File: src/rtl/mem_ctrl_pkg.sv
// Shared constants and types for the load/store memory access controller.
// Opcodes, funct3 encodings, FSM states, error codes and request decode helpers.
package mem_ctrl_pkg;

  localparam logic [6:0] OP_LOAD  = 7'b0000011;
  localparam logic [6:0] OP_STORE = 7'b0100011;

  localparam logic [2:0] F3_B  = 3'b000;
  localparam logic [2:0] F3_H  = 3'b001;
  localparam logic [2:0] F3_W  = 3'b010;
  localparam logic [2:0] F3_BU = 3'b100;
  localparam logic [2:0] F3_HU = 3'b101;

  localparam logic [1:0] ERR_NONE     = 2'b00;
  localparam logic [1:0] ERR_MISALIGN = 2'b01;
  localparam logic [1:0] ERR_TIMEOUT  = 2'b10;
  localparam logic [1:0] ERR_ILLEGAL  = 2'b11;

  typedef enum logic [1:0] {
    ST_IDLE,
    ST_ACCESS,
    ST_DONE,
    ST_ERR
  } state_t;

  typedef struct packed {
    logic        store;
    logic [2:0]  funct3;
    logic [31:0] addr;
    logic [31:0] wdata;
  } req_t;

  function automatic logic f3_legal(input logic store, input logic [2:0] f3);
    if (store) return (f3 == F3_B) || (f3 == F3_H) || (f3 == F3_W);
    return (f3 == F3_B) || (f3 == F3_H) || (f3 == F3_W) ||
           (f3 == F3_BU) || (f3 == F3_HU);
  endfunction

  // Access size lives in funct3[1:0]; only legal encodings reach this check.
  function automatic logic misaligned(input logic [2:0] f3, input logic [1:0] offset);
    case (f3[1:0])
      2'b01:   return offset[0];
      2'b10:   return offset != 2'b00;
      default: return 1'b0;
    endcase
  endfunction

endpackage

File: src/rtl/mem_lsu_align.sv
// Combinational byte-lane logic: byte enables, store data replication,
// load lane selection with sign/zero extension.
module mem_lsu_align
  import mem_ctrl_pkg::*;
(
  input  logic [2:0]  funct3,
  input  logic [1:0]  offset,
  input  logic [31:0] wdata,
  input  logic [31:0] rdata,
  output logic [3:0]  be,
  output logic [31:0] wdata_rep,
  output logic [31:0] ldata
);

  logic [7:0]  lane_b;
  logic [15:0] lane_h;

  assign lane_b = rdata[{offset, 3'b000} +: 8];
  assign lane_h = rdata[{offset[1], 4'b0000} +: 16];

  always_comb begin
    be        = 4'b1111;
    wdata_rep = wdata;
    case (funct3[1:0])
      2'b00: begin
        be        = 4'b0001 << offset;
        wdata_rep = {4{wdata[7:0]}};
      end
      2'b01: begin
        be        = 4'b0011 << offset;
        wdata_rep = {2{wdata[15:0]}};
      end
      default: ;
    endcase
  end

  always_comb begin
    ldata = rdata;
    case (funct3)
      F3_B:    ldata = {{24{lane_b[7]}}, lane_b};
      F3_BU:   ldata = {24'b0, lane_b};
      F3_H:    ldata = {{16{lane_h[15]}}, lane_h};
      F3_HU:   ldata = {16'b0, lane_h};
      default: ;
    endcase
  end

endmodule

File: src/rtl/mem_access_ctrl.sv
// Load/store memory access controller: one outstanding access, wait-state
// tolerant with a bounded timeout, single-cycle done/error reporting.
module mem_access_ctrl
  import mem_ctrl_pkg::*;
#(
  parameter int unsigned TIMEOUT = 16
) (
  input  logic        clk,
  input  logic        rst_n,
  input  logic        req_i,
  input  logic [31:0] inst_i,
  input  logic [31:0] addr_i,
  input  logic [31:0] wdata_i,
  input  logic        mem_valid,
  input  logic [31:0] mem_rdata,
  output logic        cs,
  output logic        rd_n,
  output logic        wr_n,
  output logic [3:0]  be,
  output logic [31:0] mem_addr,
  output logic [31:0] mem_wdata,
  output logic        busy_o,
  output logic        done_o,
  output logic [31:0] ldata_o,
  output logic [1:0]  err_o
);

  localparam logic [7:0] CNT_LAST = 8'(TIMEOUT - 1);

  state_t      state, state_d;
  req_t        req_q, req_d;
  logic [7:0]  cnt, cnt_d;
  logic [1:0]  err_q, err_d;
  logic [31:0] ldata_q;
  logic        ld_cap;

  logic [6:0]  opcode;
  logic [2:0]  funct3;
  logic        is_mem, is_store;
  logic [7:0]  cnt_inc;
  logic [3:0]  be_raw;
  logic [31:0] ldata_ext;
  logic        unused_inst;

  assign opcode      = inst_i[6:0];
  assign funct3      = inst_i[14:12];
  assign unused_inst = ^{inst_i[31:15], inst_i[11:7]};
  assign is_store    = (opcode == OP_STORE);
  assign is_mem      = req_i && ((opcode == OP_LOAD) || is_store);
  assign cnt_inc     = cnt + 8'd1;

  mem_lsu_align u_align (
    .funct3    (req_q.funct3),
    .offset    (req_q.addr[1:0]),
    .wdata     (req_q.wdata),
    .rdata     (mem_rdata),
    .be        (be_raw),
    .wdata_rep (mem_wdata),
    .ldata     (ldata_ext)
  );

  always_ff @(posedge clk or negedge rst_n) begin
    if (!rst_n) begin
      state   <= ST_IDLE;
      req_q   <= '0;
      cnt     <= '0;
      err_q   <= ERR_NONE;
      ldata_q <= '0;
    end else begin
      state <= state_d;
      req_q <= req_d;
      cnt   <= cnt_d;
      err_q <= err_d;
      if (ld_cap) ldata_q <= ldata_ext;
    end
  end

  always_comb begin
    state_d = state;
    req_d   = req_q;
    cnt_d   = cnt;
    err_d   = err_q;
    ld_cap  = 1'b0;
    case (state)
      ST_IDLE: begin
        if (is_mem) begin
          req_d = '{store: is_store, funct3: funct3, addr: addr_i, wdata: wdata_i};
          cnt_d = '0;
          if (!f3_legal(is_store, funct3)) begin
            state_d = ST_ERR;
            err_d   = ERR_ILLEGAL;
          end else if (misaligned(funct3, addr_i[1:0])) begin
            state_d = ST_ERR;
            err_d   = ERR_MISALIGN;
          end else begin
            state_d = ST_ACCESS;
            err_d   = ERR_NONE;
          end
        end
      end
      ST_ACCESS: begin
        // An acknowledge always beats the timeout, even in the last counted cycle.
        if (mem_valid) begin
          state_d = ST_DONE;
          ld_cap  = !req_q.store;
        end else if (cnt_inc == CNT_LAST) begin
          state_d = ST_ERR;
          err_d   = ERR_TIMEOUT;
          cnt_d   = cnt_inc;
        end else begin
          cnt_d = cnt_inc;
        end
      end
      ST_DONE: state_d = ST_IDLE;
      ST_ERR:  state_d = ST_IDLE;
      default: state_d = ST_IDLE;
    endcase
  end

  // Strobes decode straight from the state so an async reset drops them at once.
  assign cs       = (state == ST_ACCESS);
  assign rd_n     = !(cs && !req_q.store);
  assign wr_n     = !(cs && req_q.store);
  assign be       = cs ? be_raw : 4'b0000;
  assign mem_addr = {req_q.addr[31:2], 2'b00};
  assign busy_o   = (state != ST_IDLE);
  assign done_o   = (state == ST_DONE);
  assign err_o    = (state == ST_ERR) ? err_q : ERR_NONE;
  assign ldata_o  = ldata_q;

endmodule

File: config.mk
export PLATFORM = sky130hd
export DESIGN_NAME = mem_access_ctrl
export DESIGN_NICKNAME = d
export VERILOG_FILES = /design/src/rtl/mem_ctrl_pkg.sv /design/src/rtl/mem_lsu_align.sv /design/src/rtl/mem_access_ctrl.sv
export SDC_FILE = /design/constraint.sdc
export NUM_CORES = 1
export LEC_CHECK = 0
export ABC_AREA = 1
export BUFFER_PORTS_ARGS = -buffer_cell sky130_fd_sc_hd__buf_2
export CAP_MARGIN = 30
export CORE_ASPECT_RATIO = 0.6
export CORE_MARGIN = 8
export CORE_UTILIZATION = 40
export DETAILED_ROUTE_END_ITERATION = 7
export GPL_TIMING_DRIVEN = 0
export HOLD_SLACK_MARGIN = 0.08
export PLACE_DENSITY = 0.68
export SKIP_CTS_REPAIR_TIMING = 1
export SLEW_MARGIN = 40
export SYNTH_ARGS = -nofsm -noshare
export SYNTH_HDL_FRONTEND = slang
export SYNTH_SLANG_ARGS = --single-unit
export TNS_END_PERCENT = 10
File: constraint.sdc
create_clock -name clk -period 2.6 [get_ports clk]
set_input_delay 0.26 -clock clk [delete_from_list [all_inputs] [get_ports clk]]
set_output_delay 0.26 -clock clk [all_outputs]
set_load 0.02 [all_outputs]
### Word level (Yosys, flattened, before mapping)

Cells that the tools add are included.

* add/sub/neg operators: 1
* equality and inequality tests: 20
* shift-type cells: 4
* mux-type cells: 33
* reduce and logical (&&, ||, !) cells: 23

Operators with widths (number)
* 32-bit case mux with 4 select lines: 1
* 32-bit case mux with 2 select lines: 1
* 32-bit by 6-bit variable part select with 16-bit output: 1
* 32-bit by 6-bit variable part select with 8-bit output: 1
* 2-bit two-way mux: 10
* 8-bit two-way mux: 2
* 8-bit case mux with 2 select lines: 1
* 1-bit two-way mux: 13
* 3-bit == test (second input constant): 4
* 8-bit by 1-bit adder with 8-bit output (second input constant): 1
* 8-bit by 4-bit == test with 1-bit output (second input constant): 1
* 4-bit case mux with 2 select lines: 1
* 7-bit by 2-bit == test with 1-bit output (second input constant): 1
* 7-bit by 6-bit == test with 1-bit output (second input constant): 1
* 2-bit by 1-bit == test with 1-bit output (second input constant): 3
* 2-bit == test (second input constant): 3
* 3-bit by 1-bit == test with 1-bit output (second input constant): 2
* 3-bit logical NOT: 2
* 2-bit case mux with 3 select lines: 1
* 2-bit nonzero test: 3
* 1-bit logical OR: 5
* 2-bit logical NOT: 2
* 4-bit two-way mux: 1
* 2-bit != test (second input constant): 2
* 13 further kinds: 18

* flip-flop bits (word level): 112
* bits of input ports: 132
* output and inout bits: 107
* word-level logic and storage cells: 89

### Logic depth before layout (Yosys ltp)

Gate-level depths: netlist of run 1.

* word-level depth: 15
* mapped depth: 11
* depth with buffers taken out: 11

### By module

Synthesis of run 1 repeated with hierarchy kept, for this count alone.

* cell total of the unflattened synthesis: 792
* area total of the unflattened synthesis: 6252.2 um2

Modules (own cells, without submodules)
* mem_access_ctrl: times used 1, cells an instance 512, area each 4982.3 um2
* mem_lsu_align: times used 1, cells an instance 280, area each 1270.0 um2

### Worst setup path before layout of run 1

Ideal clock, no wire load.

* kind: register -> output
* start point: register req_q[65] (netlist bit)
* end point: output port be[2]
* arrival time: 1326 ps
* required time: 2340 ps
* path slack: 1014 ps
* cell stages (with the launch flop): 5
* path buffers: 2
* cell sequence: dfrtp_1 > buf_2 > clkbuf_1 > o21ai_0 > a21oi_1

* word-level cells in the longest chain between the ends: 3
* elaborated cells between the ends (all ways): 4
* classes of those cells: eq/ne (1); mux (2); reduce/logical (1)

RTL lines
* start, declared: line mem_access_ctrl.sv:31 `req_t req_q, req_d;`
* start signal, assigned: line mem_access_ctrl.sv:71 `req_q <= req_d;`
* 2-bit by 1-bit == test with 1-bit output or 2-bit logical NOT (tied branches): line mem_lsu_align.sv:24 `case (funct3[1:0])`
* 4-bit case mux with 2 select lines *: line mem_lsu_align.sv:24
* 4-bit two-way mux *: line mem_access_ctrl.sv:124 `assign be = cs ? be_raw : 4'b0000;`
* end, declared: line mem_access_ctrl.sv:19 `output logic [3:0] be,`

Every way passes the cells marked *; elsewhere a longest branch is shown, timed or not.

### Worst setup path in the final report of run 1

* start point: register req_q[65] (netlist bit)
* end point: output port mem_wdata[22]

* word-level cells in the longest chain between the ends: 2
* elaborated cells between the ends (all ways): 3
* classes of those cells: eq/ne (1); mux (1); reduce/logical (1)

RTL lines
* 2-bit by 1-bit == test with 1-bit output or 2-bit logical NOT (tied branches): line mem_lsu_align.sv:24
* 32-bit case mux with 2 select lines *: line mem_lsu_align.sv:24
* end, declared: line mem_access_ctrl.sv:21 `output logic [31:0] mem_wdata,`

Marks and branches as above.

==> results_tabular.tex, run 1 <==
\begin{tabular}{lr}
\hline
Metric & Value \\
\hline
\multicolumn{2}{l}{\textbf{Die}} \\
\quad Die Span Y & 110 um \\
\quad Core Rows & 34 \\
\quad Die boundary width & 173 um \\
\quad Ports & 239 \\
\quad Die area & 19100 um2 \\
\quad CORE AREA & 14500 um2 \\
\quad Effective utilization at floorplan & 40.9\% \\
\multicolumn{2}{l}{\textbf{Routing}} \\
\quad Initial DRC Count & 476 \\
\quad DR pass1 iterations & 5 \\
\quad Wirelength per Cell & 17.0 um \\
\quad Routed vias & 5983 \\
\quad Via count normalized by instance count & 5.02 \\
\quad Post-detailed-route DRC marker count & 0 \\
\quad Total wire length & 20300 um \\
\quad Final antenna-violating net count & 0 \\
\multicolumn{2}{l}{\textbf{Synth}} \\
\quad Area share of the largest cell type after synthesis & 47.2\% \\
\quad List of most frequent post-synthesis cells & sky130\_fd\_sc\_hd\_\_nand2\_1, sky130\_fd\_sc\_hd\_\_dfrtp\_1, sky130\_fd\_sc\_hd\_\_nand3\_1 \\
\quad Synthesized instance count & 761 \\
\quad Synthesized area per cell & 7.80 um2 \\
\quad Post-synth top area cell & sky130\_fd\_sc\_hd\_\_dfrtp\_1 \\
\quad Share of flip-flops with an asynchronous set or reset & 100\% \\
\quad Cell Area, Synth & 5940 um2 \\
\quad Distinct cell type count after synthesis & 31 \\
\quad Number of warning messages in the yosys log & 0 \\
\quad Cell with the most instances after synthesis & sky130\_fd\_sc\_hd\_\_nand2\_1 \\
\quad Post-synthesis register bit count & 112 \\
\quad Count of flip-flops with a built-in enable after synthesis & 0 \\
\quad Dominant synthesized flop cell & sky130\_fd\_sc\_hd\_\_dfrtp\_1 \\
\quad Area contributors post-synth & sky130\_fd\_sc\_hd\_\_dfrtp\_1, sky130\_fd\_sc\_hd\_\_nand2\_1, sky130\_fd\_sc\_hd\_\_nand3\_1 \\
\quad Part of the Yosys area used for sequential elements & 47.2\% \\
\multicolumn{2}{l}{\textbf{Cells and area}} \\
\quad Register Area & 2800 um2 \\
\quad Final-stage net count & 1126 \\
\quad Fraction of layout instances using a drive strength above 1 & 30.9\% \\
\quad Synth-to-layout area growth & 27.8\% \\
\quad Total of fill cells in the finished design & 1470 \\
\quad Total area of multi-input combinational cells & 2370 um2 \\
\quad Cell Count, Final, Fillers Out & 1193 \\
\multicolumn{2}{l}{\textbf{STA}} \\
\quad Crit path time final & 2.40 ns \\
\quad Clock skew after layout & 0.00736 ns \\
\quad Count of endpoints failing hold in the final timing report & 0 \\
\quad Peak clock frequency supported by timing & 0.417 GHz \\
\quad Relative slew margins & 60.0\% \\
\quad Final number of setup-violating endpoints & 0 \\
\quad Setup repair after global routing missed its margin & false \\
\quad Number of pins with negative max-slew slack in the final report & 0 \\
\quad Worst slew pin tran & 0.600 ns \\
\quad Final critical-path share of the clock period & 92.3\% \\
\quad Accumulated negative setup slack & 0 ns \\
\multicolumn{2}{l}{\textbf{Clock network}} \\
\quad Number of levels the H-tree was split into & 3 \\
\quad Number of clock sinks & 112 \\
\quad Longest Clk Path Bufs & 2 \\
\quad TritonCTS clock tree & built \\
\quad Clock-pin slew reported for the worst setup and hold paths after clock tree synthesis & 0.08 ns \\
\quad Clock latency reported for the late side of the worst-skew pair & 0.35 ns \\
\quad Buffer type at the clock tree root & sky130\_fd\_sc\_hd\_\_clkbuf\_16 \\
\quad Number of buffers added by the clock tree synthesis step & 9 \\
\multicolumn{2}{l}{\textbf{Critical path}} \\
\quad Critical-path cell with the highest stage delay & sky130\_fd\_sc\_hd\_\_clkbuf\_1 \\
\quad R2R setup slack & 0.75 ns \\
\quad Biggest fanout along the worst timing path & 10 \\
\quad Data arrival time at the worst-slack endpoint & 2.14 ns \\
\quad Largest incremental delay on the critical path & 0.47 ns \\
\quad Worst reg-to-reg path cell count & 5 \\
\quad Cells along the critical path & inv\_2 > clkbuf\_1 > clkbuf\_1 > nand2\_1 > nand2\_1 > buf\_2 \\
\quad Critical Path Start Type & flop \\
\quad Capturing element type of the critical path & primary output \\
\quad Critical path depth in cells & 6 \\
\quad Endpoint of the lowest-slack register-to-register path & req\_q[24] \\
\quad Count of buffering cells on the critical path with inverters included & 4 \\
\quad Start point of the critical path & req\_q[65] \\
\quad Critical register-to-register path startpoint & state[1] \\
\quad Critical path's top delay family & buffers and inverters \\
\quad Worst endpoint required time & 2.34 ns \\
\quad Setup CP Type & reg -> out \\
\quad Worst setup path endpoint & mem\_wdata[22] \\
\multicolumn{2}{l}{\textbf{Global route}} \\
\quad Grt ovf & 0 \\
\quad Wire length of the first global-routing pass & 32300 um \\
\quad Vias in the first global route & 5917 \\
\quad Pin count of the biggest net entering global routing & 65 \\
\quad Number of antenna violations at the first check in global routing & 2 \\
\quad Tot GR Track Use & 21.2\% \\
\multicolumn{2}{l}{\textbf{Place}} \\
\quad Gpl congestion & 0.867 \\
\quad Placed cell count & 1175 \\
\quad DPL Wire Length & 15800 um \\
\quad Count of buffers inserted at the top-level ports & 214 \\
\multicolumn{2}{l}{\textbf{Pwr}} \\
\quad Part of the power in registers & 41.6\% \\
\quad Int Power & 3.42 mW \\
\quad Power density of the placed cells & 730 nW/um2 \\
\quad Total leakage power & 4.30 nW \\
\quad Clock network power share & 24.4\% \\
\quad Combinational share of power & 34.0\% \\
\quad Sw frac & 38.2\% \\
\quad Switching power & 2.12 mW \\
\quad Peak ir drop on the vdd network & 356 uV \\
\multicolumn{2}{l}{\textbf{Job}} \\
\quad Max-cap violations & 0 \\
\multicolumn{2}{l}{\textbf{Outcome}} \\
\quad Result of the run & finished clean \\
\multicolumn{2}{l}{\textbf{Min path}} \\
\quad Worst min-delay path class & in -> reg \\
\hline
\end{tabular}
-- logic make-up (layout without fill, tap and decap cells) --
kind of cell | after synthesis | in the layout | synth area share, %
compound gates | 134 | 134 | 12.8
fa+ha+maj | 5 | 5 | 1.05
buf+inv | 151 | 383 | 13.0
flops | 112 | 112 | 47.2
other cells | 1 | 3 | 0.0632
simple gates | 358 | 358 | 25.9
-- cells in the final DEF (no fill, tap or decap), types with 14 or more instances in the layout --
cell,n
sky130_fd_sc_hd__a21oi_1,37
sky130_fd_sc_hd__buf_4,42
sky130_fd_sc_hd__nand2_1,205
sky130_fd_sc_hd__dfrtp_1,112
sky130_fd_sc_hd__nand3_1,98
sky130_fd_sc_hd__o21ai_1,14
sky130_fd_sc_hd__buf_2,232
sky130_fd_sc_hd__clkbuf_1,17
sky130_fd_sc_hd__nor2_1,42
sky130_fd_sc_hd__o211ai_1,17
sky130_fd_sc_hd__o21ai_0,40
sky130_fd_sc_hd__inv_1,58
-- worst min-delay path, delay by kind of cell --
kind	cells	cell delay [ns]
AND/OR/NAND/NOR	2	0.12
buffers and inverters	1	0.07
-- power groups by stage --
stage          Sequential, mW  Combinational, mW  Clock (mW)
2_1_floorplan            2.48              0.989           0
3_3_place_gp             2.32               1.87           0
3_5_place_dp             2.33               1.90           0
4_1_cts                  2.30               1.90        1.39
5_1_grt                  2.35               2.07        1.47
6_report                 2.31               1.88        1.35
-- state kept, by name, indices dropped and copies added, names as in the netlist --
| register | count |
|---|---|
| ldata_o | 32 |
| state | 2 |
| cnt | 8 |
| mem_addr | 30 |
| err_q | 2 |
| req_q | 38 |
-- stage by stage --
stage | cell area (um2) | worst slack [ns] | total power, mW | hold WS, ns | util (%)
2_1_floorplan | 5940 | 1.01 | 3.47 | -0.0356 | -
4_1_cts | 7570 | 0.129 | 5.59 | -0.138 | 52.2
3_3_place_gp | 7260 | -0.160 | 4.19 | 0.456 | 50.0
6_report | 7590 | 0.199 | 5.54 | 0.130 | 52.3
3_5_place_dp | 7300 | 0.527 | 4.23 | 0.250 | 50.3
5_1_grt | 7590 | 0.0185 | 5.88 | 0.125 | 52.3
-- routing by layer --
metal  part of all wire (%)  vias to the layer above  routed length (um)  GRT usage, %
li1                       -                     2902                   -             -
met2                     43                      252                8630          31.7
met1                     47                     2804                9510          29.2
met4                   0.90                        4                 183          4.47
met3                    9.6                       21                1960          7.59
met5                   0.11                        -                  22             0
-- area by class of cell --
cell class	instances	area share, %
clock inverter	6	0.660
inverter	65	3.22
timing repair buffer	216	14.7
tap	198	3.26
antenna	1	0.0330
multi-input combinational	499	31.2
clock buffer	10	3.02
sequential	112	36.9
buffer	86	6.96
-- worst min path at each step --
stage          cells past startpoint  slack (ns)          from      endpoint
6_report                           3        0.13   wdata_i[28]     req_q[28]
5_1_grt                            3        0.12    addr_i[16]  mem_addr[16]
4_1_cts                            1       -0.14         rst_n        cnt[3]
3_5_place_dp                       1        0.25         rst_n        cnt[3]
3_3_place_gp                       2        0.46  mem_addr[10]  mem_addr[10]
2_1_floorplan                      0       -0.04         rst_n        cnt[0]
Power figures use the tool's default switching activity.
==> run 2: changes to the inputs <==
==> constraint.sdc (replaced) <==
create_clock -name clk -period 2.6 [get_ports clk]
set_input_delay 0.52 -clock clk [delete_from_list [all_inputs] [get_ports clk]]
set_output_delay 0.52 -clock clk [all_outputs]
set_load 0.02 [all_outputs]
==> run 2 against run 1 <==
Design area is 0.13% lower. Critical path depth is 1 lower. Critical endpoint is now mem_wdata[31]. Die area stayed put. Clock-buffer cell count stayed put. Highest routed layer unchanged. Sequential cell count stayed put. Clock power hardly changed. Cell count is 0.17% lower. Maximum frequency is 3.0% lower. Sequential share of layout area hardly changed.
==> results_tabular.tex, run 2 (synthesis gave the netlist of run 1 again) <==
\begin{tabular}{lr}
\hline
Metric & Value \\
\hline
\multicolumn{2}{l}{\textbf{Outcome}} \\
\quad Result of the run & finished clean \\
\multicolumn{2}{l}{\textbf{Clock network}} \\
\quad Number of levels the H-tree was split into & 3 \\
\quad Longest Clk Path Bufs & 2 \\
\quad TritonCTS clock tree & built \\
\quad Clock latency reported for the late side of the worst-skew pair & 0.35 ns \\
\quad Number of buffers added by the clock tree synthesis step & 9 \\
\quad Clock-pin slew reported for the worst setup and hold paths after clock tree synthesis & 0.08 ns \\
\quad Number of clock sinks & 112 \\
\quad Buffer type at the clock tree root & sky130\_fd\_sc\_hd\_\_clkbuf\_16 \\
\multicolumn{2}{l}{\textbf{Critical path}} \\
\quad Setup CP Type & reg -> out \\
\quad Biggest fanout along the worst timing path & 10 \\
\quad Data arrival time at the worst-slack endpoint & 1.95 ns \\
\quad Worst reg-to-reg path cell count & 5 \\
\quad Largest incremental delay on the critical path & 0.47 ns \\
\quad Critical register-to-register path startpoint & state[1] \\
\quad Capturing element type of the critical path & primary output \\
\quad Count of buffering cells on the critical path with inverters included & 3 \\
\quad Most prevalent standard cell on the critical path & sky130\_fd\_sc\_hd\_\_buf\_2 \\
\quad Critical path's top delay family & buffers and inverters \\
\quad R2R setup slack & 0.77 ns \\
\quad Cells along the critical path & buf\_2 > buf\_1 > nand2\_1 > o211ai\_1 > buf\_2 \\
\quad Critical Path Start Type & flop \\
\quad Endpoint of the lowest-slack register-to-register path & req\_q[24] \\
\quad Critical-path cell with the highest stage delay & sky130\_fd\_sc\_hd\_\_buf\_1 \\
\quad Worst endpoint required time & 2.08 ns \\
\multicolumn{2}{l}{\textbf{Global route}} \\
\quad Pin count of the biggest net entering global routing & 65 \\
\quad Vias in the first global route & 5917 \\
\quad Tot GR Track Use & 21.2\% \\
\quad Grt ovf & 0 \\
\quad Wire length of the first global-routing pass & 32300 um \\
\quad Number of antenna violations at the first check in global routing & 2 \\
\multicolumn{2}{l}{\textbf{Cells and area}} \\
\quad Core occupancy in the finished layout & 52.2\% \\
\quad Total area of multi-input combinational cells & 2370 um2 \\
\quad Top library cells by usage in the layout, fill and taps aside & sky130\_fd\_sc\_hd\_\_buf\_2, sky130\_fd\_sc\_hd\_\_nand2\_1, sky130\_fd\_sc\_hd\_\_dfrtp\_1 \\
\quad Fraction of layout instances using a drive strength above 1 & 31.3\% \\
\quad Most frequent standard cell in the layout excluding fill and tap cells & sky130\_fd\_sc\_hd\_\_buf\_2 \\
\quad Final-stage net count & 1124 \\
\quad Total of fill cells in the finished design & 1470 \\
\quad Register Area & 2800 um2 \\
\quad Cell area after layout & 7580 um2 \\
\quad Synth-to-layout area growth & 27.7\% \\
\quad Flip-flop count of the largest register, all copies and words added & 38 \\
\quad Largest Register & req\_q \\
\multicolumn{2}{l}{\textbf{Die}} \\
\quad Core Rows & 34 \\
\quad Die Span Y & 110 um \\
\quad Die boundary width & 173 um \\
\quad Effective utilization at floorplan & 40.9\% \\
\quad CORE AREA & 14500 um2 \\
\quad Ports & 239 \\
\quad Die area & 19100 um2 \\
\multicolumn{2}{l}{\textbf{Place}} \\
\quad DPL Wire Length & 15800 um \\
\quad Standard cell area after detailed placement & 7300 um2 \\
\quad Gpl congestion & 0.867 \\
\quad Count of buffers inserted at the top-level ports & 214 \\
\multicolumn{2}{l}{\textbf{Pwr}} \\
\quad Total leakage power & 4.30 nW \\
\quad Power density of the placed cells & 730 nW/um2 \\
\quad Peak ir drop on the vdd network & 354 uV \\
\multicolumn{2}{l}{\textbf{STA}} \\
\quad Number of pins with negative max-slew slack in the final report & 0 \\
\quad Peak clock frequency supported by timing & 0.404 GHz \\
\quad Setup repair after global routing missed its margin & true \\
\quad Relative slew margins & 60.6\% \\
\quad Count of endpoints failing hold in the final timing report & 0 \\
\quad Worst slew pin tran & 0.592 ns \\
\quad Final number of setup-violating endpoints & 0 \\
\quad Crit path time final & 2.47 ns \\
\quad Clock skew after layout & 0.00669 ns \\
\quad Final critical-path share of the clock period & 95.1\% \\
\multicolumn{2}{l}{\textbf{Min path}} \\
\quad Worst min-delay path class & in -> async \\
\multicolumn{2}{l}{\textbf{Routing}} \\
\quad Via count normalized by instance count & 4.97 \\
\quad Final antenna-violating net count & 0 \\
\quad Routed vias & 5921 \\
\quad Wirelength per Cell & 17.0 um \\
\quad Total wire length & 20200 um \\
\quad DR pass1 iterations & 5 \\
\quad Initial DRC Count & 473 \\
\quad Post-detailed-route DRC marker count & 0 \\
\multicolumn{2}{l}{\textbf{Job}} \\
\quad Max-cap violations & 0 \\
\hline
\end{tabular}
-- run 2: cell types whose count changed in the layout (fill, tap and decap cells not counted) --
cell / delta
sky130_fd_sc_hd__clkbuf_1: -4
sky130_fd_sc_hd__clkbuf_2: +3
sky130_fd_sc_hd__dlygate4sd3_1: -1
-- run 2: final cells by class --
class	instances	share of cell area [%]
well taps	198	3.27
flip-flops and latches	112	37.0
clock inverters	6	0.660
multi-input cells	499	31.2
diodes	1	0.0330
inverters	65	3.22
plain buffers	85	6.97
repair buffers	215	14.6
clock buffers	10	3.02
-- run 2: how the worst max path moves through the flow --
stage                   start       endpoint  slack [ns]  cells past startpoint
global route        req_q[65]          be[2]       -0.02                      5
detailed placement  req_q[65]          be[2]        0.27                      5
finish              req_q[65]  mem_wdata[31]        0.13                      5
global placement        rst_n    mem_addr[6]       -0.42                      1
CTS                 req_q[65]          be[2]       -0.13                      5
floorplan           req_q[65]          be[2]        0.75                      4
-- run 2: per-stage QoR --
step                cells  TNS (ns)  setup WS (ns)  hold slack (ns)  power, mW
finish               1191         0          0.126            0.108       5.53
global route         1190   -0.0206        -0.0206            0.137       5.88
CTS                  1191    -0.230         -0.131            0.122       5.59
detailed placement   1175         0          0.267            0.456       4.23
global placement     1174    -45.62         -0.420            0.456       4.19
floorplan             762         0          0.754            0.224       3.47
-- run 2: power by group --
part | internal (mW) | switching [mW] | total (mW)
registers | 2.08 | 0.226 | 2.31
logic | 0.675 | 1.21 | 1.88
clock network | 0.666 | 0.676 | 1.34
total | 3.42 | 2.11 | 5.53
-- run 2: per-layer routing --
metal	up-vias	wire [um]	global-route usage [%]	share of wire, %
li1	2900	-	-	-
met1	2746	9400	29.2	46
met2	246	8580	31.7	42
met3	25	2030	7.59	10
met4	4	191	4.47	0.94
met5	-	22	0	0.11
==> run 3: changes to the inputs <==
- ABC_AREA: 1 -> not set
- PLACE_DENSITY: 0.68 -> 0.69
==> run 3 against run 2 <==
Area after synthesis shrank 3.2%. Maximum frequency shrank 2.4%. Cell count down 18%. Core utilization down 0.17 points. Total power down 6.5%. Design area decreased by 2.1%. Critical path depth grew 1. Worst setup slack worse by 0.060 ns.
==> results_tabular.tex, run 3 <==
\begin{tabular}{lr}
\hline
Metric & Value \\
\hline
\multicolumn{2}{l}{\textbf{Outcome}} \\
\quad Result of the run & finished clean \\
\multicolumn{2}{l}{\textbf{Critical path}} \\
\quad Largest incremental delay on the critical path & 0.43 ns \\
\quad Critical path's top delay family & buffers and inverters \\
\quad Capturing element type of the critical path & primary output \\
\quad Setup CP Type & reg -> out \\
\quad Data arrival time at the worst-slack endpoint & 2.01 ns \\
\quad Count of buffering cells on the critical path with inverters included & 3 \\
\quad Biggest fanout along the worst timing path & 9 \\
\quad Cells along the critical path & buf\_2 > nor2\_4 > and2\_0 > clkbuf\_1 > a211oi\_1 > buf\_2 \\
\quad Worst endpoint required time & 2.08 ns \\
\quad Critical-path cell with the highest stage delay & sky130\_fd\_sc\_hd\_\_a211oi\_1 \\
\quad Critical Path Start Type & flop \\
\quad Most prevalent standard cell on the critical path & sky130\_fd\_sc\_hd\_\_buf\_2 \\
\multicolumn{2}{l}{\textbf{Clock network}} \\
\quad Number of levels the H-tree was split into & 3 \\
\quad Number of buffers added by the clock tree synthesis step & 9 \\
\quad Longest Clk Path Bufs & 2 \\
\quad TritonCTS clock tree & built \\
\quad Clock-pin slew reported for the worst setup and hold paths after clock tree synthesis & 0.08 ns \\
\quad Clock latency reported for the late side of the worst-skew pair & 0.35 ns \\
\quad Number of clock sinks & 112 \\
\quad Buffer type at the clock tree root & sky130\_fd\_sc\_hd\_\_clkbuf\_16 \\
\multicolumn{2}{l}{\textbf{Die}} \\
\quad Die area & 18600 um2 \\
\quad Die Span Y & 109 um \\
\quad CORE AREA & 14300 um2 \\
\quad Ports & 239 \\
\quad Core Rows & 34 \\
\quad Effective utilization at floorplan & 40.3\% \\
\quad Die boundary width & 171 um \\
\multicolumn{2}{l}{\textbf{Synth}} \\
\quad Cell Area, Synth & 5740 um2 \\
\quad Share of flip-flops with an asynchronous set or reset & 100\% \\
\quad Part of the Yosys area used for sequential elements & 48.8\% \\
\quad Post-synth top area cell & sky130\_fd\_sc\_hd\_\_dfrtp\_1 \\
\quad Post-synthesis register bit count & 112 \\
\quad Synthesized area per cell & 10.6 um2 \\
\quad Synthesized instance count & 544 \\
\quad Distinct cell type count after synthesis & 49 \\
\quad Area share of the largest cell type after synthesis & 48.8\% \\
\quad Count of flip-flops with a built-in enable after synthesis & 0 \\
\quad Cell with the most instances after synthesis & sky130\_fd\_sc\_hd\_\_dfrtp\_1 \\
\quad Number of warning messages in the yosys log & 0 \\
\quad Dominant synthesized flop cell & sky130\_fd\_sc\_hd\_\_dfrtp\_1 \\
\quad Area contributors post-synth & sky130\_fd\_sc\_hd\_\_dfrtp\_1, sky130\_fd\_sc\_hd\_\_mux2\_2, sky130\_fd\_sc\_hd\_\_buf\_4 \\
\quad List of most frequent post-synthesis cells & sky130\_fd\_sc\_hd\_\_dfrtp\_1, sky130\_fd\_sc\_hd\_\_mux2\_2, sky130\_fd\_sc\_hd\_\_nand2\_1 \\
\multicolumn{2}{l}{\textbf{Cells and area}} \\
\quad Most frequent standard cell in the layout excluding fill and tap cells & sky130\_fd\_sc\_hd\_\_buf\_2 \\
\quad Core occupancy in the finished layout & 52.1\% \\
\quad Diode insertion count for antenna repair & 0 \\
\quad Largest Register & req\_q \\
\quad Flip-flop count of the largest register, all copies and words added & 38 \\
\quad Top library cells by usage in the layout, fill and taps aside & sky130\_fd\_sc\_hd\_\_buf\_2, sky130\_fd\_sc\_hd\_\_dfrtp\_1, sky130\_fd\_sc\_hd\_\_mux2\_2 \\
\quad Synth-to-layout area growth & 29.2\% \\
\quad Fraction of layout instances using a drive strength above 1 & 49.8\% \\
\quad Cell Count, Final, Fillers Out & 975 \\
\quad Final-stage net count & 909 \\
\multicolumn{2}{l}{\textbf{Global route}} \\
\quad Grt ovf & 0 \\
\quad Number of antenna violations at the first check in global routing & 2 \\
\quad Wire length of the first global-routing pass & 26400 um \\
\quad Vias in the first global route & 4870 \\
\quad Tot GR Track Use & 18.2\% \\
\quad Pin count of the biggest net entering global routing & 72 \\
\multicolumn{2}{l}{\textbf{Min path}} \\
\quad Worst min-delay path class & in -> reg \\
\multicolumn{2}{l}{\textbf{Routing}} \\
\quad Initial DRC Count & 351 \\
\quad Post-detailed-route DRC marker count & 0 \\
\quad Wirelength per Cell & 17.6 um \\
\quad Routed vias & 4826 \\
\quad DR pass1 iterations & 5 \\
\quad Final antenna-violating net count & 0 \\
\quad Via count normalized by instance count & 4.95 \\
\quad Total wire length & 17100 um \\
\multicolumn{2}{l}{\textbf{Place}} \\
\quad Count of buffers inserted at the top-level ports & 214 \\
\quad Placed cell count & 958 \\
\quad DPL Wire Length & 13500 um \\
\quad Gpl congestion & 0.870 \\
\multicolumn{2}{l}{\textbf{STA}} \\
\quad Peak clock frequency supported by timing & 0.395 GHz \\
\quad Final critical-path share of the clock period & 97.4\% \\
\quad Crit path time final & 2.53 ns \\
\quad Worst slew pin tran & 0.674 ns \\
\quad Number of pins with negative max-slew slack in the final report & 0 \\
\quad Final number of setup-violating endpoints & 0 \\
\quad Clock skew after layout & 0.00698 ns \\
\quad Setup repair after global routing missed its margin & true \\
\quad Relative slew margins & 54.6\% \\
\quad Count of endpoints failing hold in the final timing report & 0 \\
\multicolumn{2}{l}{\textbf{Pwr}} \\
\quad Peak ir drop on the vdd network & 339 uV \\
\quad Clock network power share & 26.8\% \\
\quad Sw frac & 34.2\% \\
\quad Power density of the placed cells & 697 nW/um2 \\
\quad Int Power & 3.40 mW \\
\quad Part of the power in registers & 42.3\% \\
\quad Total leakage power & 4.02 nW \\
\quad Switching power & 1.77 mW \\
\quad Combinational share of power & 30.9\% \\
\multicolumn{2}{l}{\textbf{Job}} \\
\quad Max-cap violations & 0 \\
\hline
\end{tabular}
[run 3: cell types whose count changed after synthesis, sizes merged, moves of 16 or more]
cell    previous run  this run
nand2            206        68
inv               64        17
nand3             99        39
a21oi             37        14
nor2              45        19
mux2               0        80
o211ai            17         1
[run 3: logic make-up after synthesis]
family	synth area share, %
AOI/OAI and AO/OA	9.59
xor gates and xnor gates	0.458
adders and majority gates	1.09
buffers and inverters	8.93
DFF	48.8
muxes	17.5
other	0.0653
and+or+nand+nor	13.6
[run 3: worst paths after layout]
kind                            startpoint           end  slack [ns]  depth (start not counted)
worst max-delay path             req_q[64]         be[2]        0.07                          6
worst min-delay path            addr_i[24]  mem_addr[24]        0.39                          2
worst max register to register    state[0]   mem_addr[6]        0.48                          5
worst min register to register  ldata_o[5]    ldata_o[5]        0.48                          2
max in group asynchronous            rst_n  mem_addr[23]        1.27                          3
min in group asynchronous            rst_n  mem_addr[11]        0.65                          2
[run 3: power by group through the flow]
stage	Combinational, mW	Clock [mW]	Sequential (mW)
floorplan	0.896	0	2.32
global placement	1.58	0	2.22
detailed placement	1.60	0	2.22
CTS	1.61	1.43	2.19
global route	1.73	1.49	2.23
finish	1.60	1.38	2.19
[run 3: worst reg2reg max path, cell delays in order, from the launching register on]
cell and delay [ns]:
sky130_fd_sc_hd__dfrtp_1 0.47, sky130_fd_sc_hd__or2_1 0.28, sky130_fd_sc_hd__nor3_2 0.40, sky130_fd_sc_hd__buf_4 0.29, sky130_fd_sc_hd__buf_4 0.22, sky130_fd_sc_hd__mux2_2 0.36
[run 3: routing by layer]
layer  track usage, %  routed length [um]  part of all wire, %  vias to the layer above
met1             24.0                7980                   47                     2288
met4             3.99                 140                 0.82                        4
met3             8.42                2050                   12                       14
met2             26.8                6920                   40                      200
li1                 -                   -                    -                     2320
met5                0                  21                 0.12                        -
[run 3: layout make-up]
class,count,area (um2)
clock inverter,5,38.8
sequential,112,2800
buffer,70,460
fill,1336,6830
inverter,17,63.8
tap,198,248
timing repair buffer,216,1120
clock buffer,11,253
multi-input combinational,346,2440
[run 3: metrics by stage]
step	cell area, um2	hold slack, ns	setup slack (ns)	power (mW)	TNS [ns]
after floorplan	5750	0.224	0.570	3.22	0
after global placement	7070	0.463	-0.424	3.80	-45.52
after detailed placement	7100	0.432	0.0817	3.82	0
after CTS	7390	0.0501	-0.311	5.23	-2.95
after global routing	7420	0.381	-0.00838	5.45	-0.00838
final	7420	0.391	0.0666	5.17	0
